===== config.mk =====
export PLATFORM = sky130hd
export DESIGN_NAME = regfile_arbiter
export DESIGN_NICKNAME = d
export VERILOG_FILES = /design/src/rtl/regfile_arbiter.sv
export SDC_FILE = /design/constraint.sdc
export NUM_CORES = 1
export LEC_CHECK = 0
export ABC_AREA = 1
export CAP_MARGIN = 0
export CORE_MARGIN = 8
export CORE_UTILIZATION = 37
export DETAILED_ROUTE_END_ITERATION = 7
export GPL_ROUTABILITY_DRIVEN = 0
export SYNTH_ARGS = -nofsm -noshare
export SYNTH_HDL_FRONTEND = slang
export SYNTH_SLANG_ARGS = --single-unit

===== constraint.sdc =====
create_clock -name clk -period 1.75 [get_ports clk]
set_input_delay 0.2625 -clock clk [delete_from_list [all_inputs] [get_ports clk]]
set_output_delay 0.2625 -clock clk [all_outputs]
set_load 0.01 [all_outputs]

===== src/rtl/regfile_arbiter.sv =====
// regfile_arbiter: two-port request/grant access to a DEPTH x DATA_W register bank, two cycles per access.
// Define REGFILE_ARB_FIXED_PRIO_EN to make port B always win contention instead of round-robin.
module regfile_arbiter #(
  parameter int DATA_W = 16,
  parameter int DEPTH  = 8,
  parameter int ADDR_W = 3
) (
  input  logic              clk,
  input  logic              rst,
  input  logic              req_a,
  input  logic              req_b,
  input  logic              we_a,
  input  logic              we_b,
  input  logic [ADDR_W-1:0] addr_a,
  input  logic [ADDR_W-1:0] addr_b,
  input  logic [DATA_W-1:0] wdata_a,
  input  logic [DATA_W-1:0] wdata_b,
  output logic              gnt_a,
  output logic              gnt_b,
  output logic              rvalid_a,
  output logic              rvalid_b,
  output logic [DATA_W-1:0] rdata_a,
  output logic [DATA_W-1:0] rdata_b,
  output logic              busy
);
  typedef enum logic {IDLE, GRANT} state_t;
  state_t state_q, state_d;
  logic [DATA_W-1:0] mem [DEPTH];
  logic              we_q, port_q, take, pick_b;
  logic [ADDR_W-1:0] addr_q;
  logic [DATA_W-1:0] wdata_q;
`ifndef REGFILE_ARB_FIXED_PRIO_EN
  logic prio_b;
`endif
  assign busy = state_q == GRANT;
  always_comb begin
    take = (state_q == IDLE) && (req_a || req_b);
`ifdef REGFILE_ARB_FIXED_PRIO_EN
    pick_b = req_b;
`else
    pick_b = req_b && (!req_a || prio_b);
`endif
    state_d = take ? GRANT : IDLE;
  end
  always_ff @(posedge clk) begin
    if (rst) begin
      state_q  <= IDLE;
      gnt_a    <= 1'b0;
      gnt_b    <= 1'b0;
      rvalid_a <= 1'b0;
      rvalid_b <= 1'b0;
      rdata_a  <= '0;
      rdata_b  <= '0;
      mem      <= '{default: '0};
      we_q     <= 1'b0;
      port_q   <= 1'b0;
      addr_q   <= '0;
      wdata_q  <= '0;
`ifndef REGFILE_ARB_FIXED_PRIO_EN
      prio_b   <= 1'b0;
`endif
    end else begin
      state_q  <= state_d;
      gnt_a    <= take && !pick_b;
      gnt_b    <= take && pick_b;
      rvalid_a <= 1'b0;
      rvalid_b <= 1'b0;
      if (take) begin
        port_q  <= pick_b;
        we_q    <= pick_b ? we_b : we_a;
        addr_q  <= pick_b ? addr_b : addr_a;
        wdata_q <= pick_b ? wdata_b : wdata_a;
      end
      if (state_q == GRANT) begin
        if (we_q) mem[addr_q] <= wdata_q;
        else if (port_q) begin
          rdata_b  <= mem[addr_q];
          rvalid_b <= 1'b1;
        end else begin
          rdata_a  <= mem[addr_q];
          rvalid_a <= 1'b1;
        end
`ifndef REGFILE_ARB_FIXED_PRIO_EN
        prio_b <= !port_q;
`endif
      end
    end
  end
endmodule


==> metrics.txt <==
run status=finished, final reports clean; crit-path leading delay family=buffers and inverters; register clock-pin slew on the reported worst setup and hold paths=70 ps; Placed Area=9410 µm²; Slew headroom=65.5%; total number of nets in the final design=1333; fraction of final layout cells sized beyond drive strength 1=6.54%; number of buffers added on ports=80; number of warnings issued by yosys=0; Critical Path Slowest Stage Cell=sky130_fd_sc_hd__clkdlybuf4s50_1; FF-to-FF Start=addr_q[0]; I/O pin total=81; number of instances resized during post-cts repair=1; overall via count from detail_route=7608; path type of the worst min-delay path=in -> reg; level count of the clock H-tree=4; type of the worst setup path=reg -> out; Std-Cell Core Area=21800 µm²; First DRT Iteration DRCs=605; kind of end point of the critical path=primary output; Site Rows=54; final clock period utilization by the worst path=91.7%; Maximum Capacitance Violations=0; top cells by area in the synthesized netlist=sky130_fd_sc_hd__dfxtp_1 46%, sky130_fd_sc_hd__nand2_1 19%, sky130_fd_sc_hd__o21ai_0 7.3%; launch point of the critical path=rdata_b[6]; Non-Filler Cell Area, Final=9990 µm²; insertion delay of the later-clocked pin in the worst-skew pair=430 ps; number of antenna diodes=0; vias in the first global route=6985; area share of the leading cell type in the synthesized netlist=45.8%; floorplan die height=165 µm; Mean Syn Cell Area=6.66 µm²; total length of routed wires=22700 µm; Async S/R FF share, synth=0%; setup repair after global routing missed its margin=no; Fmax=0.623 GHz; part of the Yosys area used for sequential elements=45.8%; vias per cell=4.82; data required time of the worst path=1490 ps; layout overhead on the synthesized area=22.1%; gr ovfl total=0; FF+latch count, synth=187; CP bufs+invs=1; Leakage Power=4.58 nW; WP data arrival=1340 ps; number of standard cells after synthesis=1229; Min-Delay Path Depth=3; minimum clock period=1600 ps; endpoint of the worst hold-timing path=wdata_q[1]; chain of cells forming the critical path=clkdlybuf4s50_1; global-route wire length before repair=36900 µm; worst hold slack after final layout=390 ps; CTS tree=done; Fin. Hold Viols=0; VDD IR max=0.535 mV; Clock Skew=8.48 ps; pins over their slew limit=0; pin count of the biggest net entering global routing=71; count of final setup violators=0; kind of launch point of the worst setup path=register; Setup TNS=0 ps; die extent in x=165 µm; buffer depth of the longest clock path=2; remaining number of nets flagged by the antenna check after routing=0; cell area power density=939 nW/µm²; area of the die=27100 µm²; CTS Root Cell=sky130_fd_sc_hd__clkbuf_16; number of buffers created by CTS=17; clock sinks=187; Register-to-Register Setup Slack=180 ps; GR Util All Layers=17.1%; detail-routed net length per standard cell=14.3 µm; most used standard cells in the synthesized netlist=406 x sky130_fd_sc_hd__nand2_1, 187 x sky130_fd_sc_hd__dfxtp_1, 157 x sky130_fd_sc_hd__nor2_1, 119 x sky130_fd_sc_hd__o21ai_0, 95 x sky130_fd_sc_hd__inv_1; Worst Hold Launch=wdata_b[1]; capture point of the worst reg-to-reg path=mem[1]; post-detailed-placement half-perimeter wirelength=15600 µm; post-synth design cell area=8180 µm²; reg2reg path depth=6; cell type with the highest aggregate area in the netlist=sky130_fd_sc_hd__dfxtp_1; starting density of the core=37.6%; delay contributed by the slowest stage of the critical path=570 ps; WP depth=1; initial antenna violation count=0; number of different library cells in the post-synthesis netlist=23; top-count cell post-synth=sky130_fd_sc_hd__nand2_1; first-pass detailed-route iteration total=5; count of hold-fix buffers inserted at cts=0; detailed-route DRC error count=0; number of enable flip-flop cells after synthesis=0; top fanout value on the critical path=2; transition time at the pin with the least slew margin=517 ps; leading register cell type out of synthesis=sky130_fd_sc_hd__dfxtp_1; number of buffers inserted to repair setup after CTS=0; synthesized netlist net count=1273
==> cells in the final DEF, fill, tap and decap left out <==
cell type                         instances
sky130_fd_sc_hd__nand2_1                406
sky130_fd_sc_hd__dfxtp_1                186
sky130_fd_sc_hd__nor2_1                 157
sky130_fd_sc_hd__o21ai_0                119
sky130_fd_sc_hd__inv_1                   95
sky130_fd_sc_hd__a21oi_1                 88
sky130_fd_sc_hd__clkdlybuf4s50_1         79
sky130_fd_sc_hd__nand3_1                 66
sky130_fd_sc_hd__buf_4                   30
sky130_fd_sc_hd__clkbuf_16               17
sky130_fd_sc_hd__buf_12                  12
sky130_fd_sc_hd__o21ai_1                  9
sky130_fd_sc_hd__clkinv_2                 6
sky130_fd_sc_hd__nand4_1                  4
sky130_fd_sc_hd__nor2_4                   4
sky130_fd_sc_hd__inv_2                    3
sky130_fd_sc_hd__a31oi_1                  3
sky130_fd_sc_hd__bufinv_16                3
sky130_fd_sc_hd__nor3_4                   2
sky130_fd_sc_hd__clkinvlp_4               2
sky130_fd_sc_hd__clkinv_1                 1
sky130_fd_sc_hd__nand2_4                  1
sky130_fd_sc_hd__o21ai_2                  1
sky130_fd_sc_hd__nor2_2                   1
sky130_fd_sc_hd__nor3_1                   1
sky130_fd_sc_hd__dfxtp_2                  1
sky130_fd_sc_hd__clkinv_4                 1
sky130_fd_sc_hd__inv_6                    1
sky130_fd_sc_hd__dlygate4sd2_1            1
==> through the flow <==
step	instances	utilization (%)	power (mW)	setup slack [ps]
floorplan	1229	-	5.13	345
detailed placement	1550	43.3	5.63	179
global placement	1550	43.3	5.63	181
finish	1580	45.9	9.38	146
global route	1580	45.9	9.77	51.8
CTS	1580	45.9	9.48	105
==> how the worst max path moves through the flow <==
stage            endpoint  slack (ps)
2_1_floorplan    mem[101]         340
3_3_place_gp   wdata_q[6]         180
4_1_cts        rdata_b[6]         100
6_report       rdata_b[6]         150
3_5_place_dp     mem[109]         180
5_1_grt            mem[5]          50
==> kinds of logic (layout without fill, tap and decap cells) <==
logic type / after synthesis / in the layout / synth area share, %
and+or+nand+nor: 642 / 642 / 31.4
AOI/OAI and AO/OA: 220 / 220 / 13.5
DFF: 187 / 187 / 45.8
buffers and inverters: 180 / 251 / 9.30
==> cell type report <==
type                       count  area (µm²)
inverter                      99         372
timing repair buffer         122        1260
tap                          280         350
clock inverter                13         153
clock buffer                  17         425
multi-input combinational    862        3680
fill                        2209       11800
sequential                   187        3740
==> power by group <==
part	switching [mW]	leakage, nW	internal [mW]	total (mW)
sequential	0.126	1.52	4.38	4.51
combinational	0.610	2.78	0.407	1.02
clock	1.64	0.284	2.22	3.86
total	2.38	4.58	7.01	9.38
==> flip-flops by register name, indices dropped and copies added, names as in the netlist, 3 cells and up <==
name,flops
rdata_b,16
wdata_q,16
rdata_a,16
mem,128
addr_q,3
==> routing by layer <==
layer | wire (µm) | global-route usage, %
met5 | 0 | 0
met2 | 10100 | 26.2
met1 | 10800 | 23.9
met4 | 239 | 4.14
met3 | 1530 | 3.76
(Power assumes the default switching activity.)
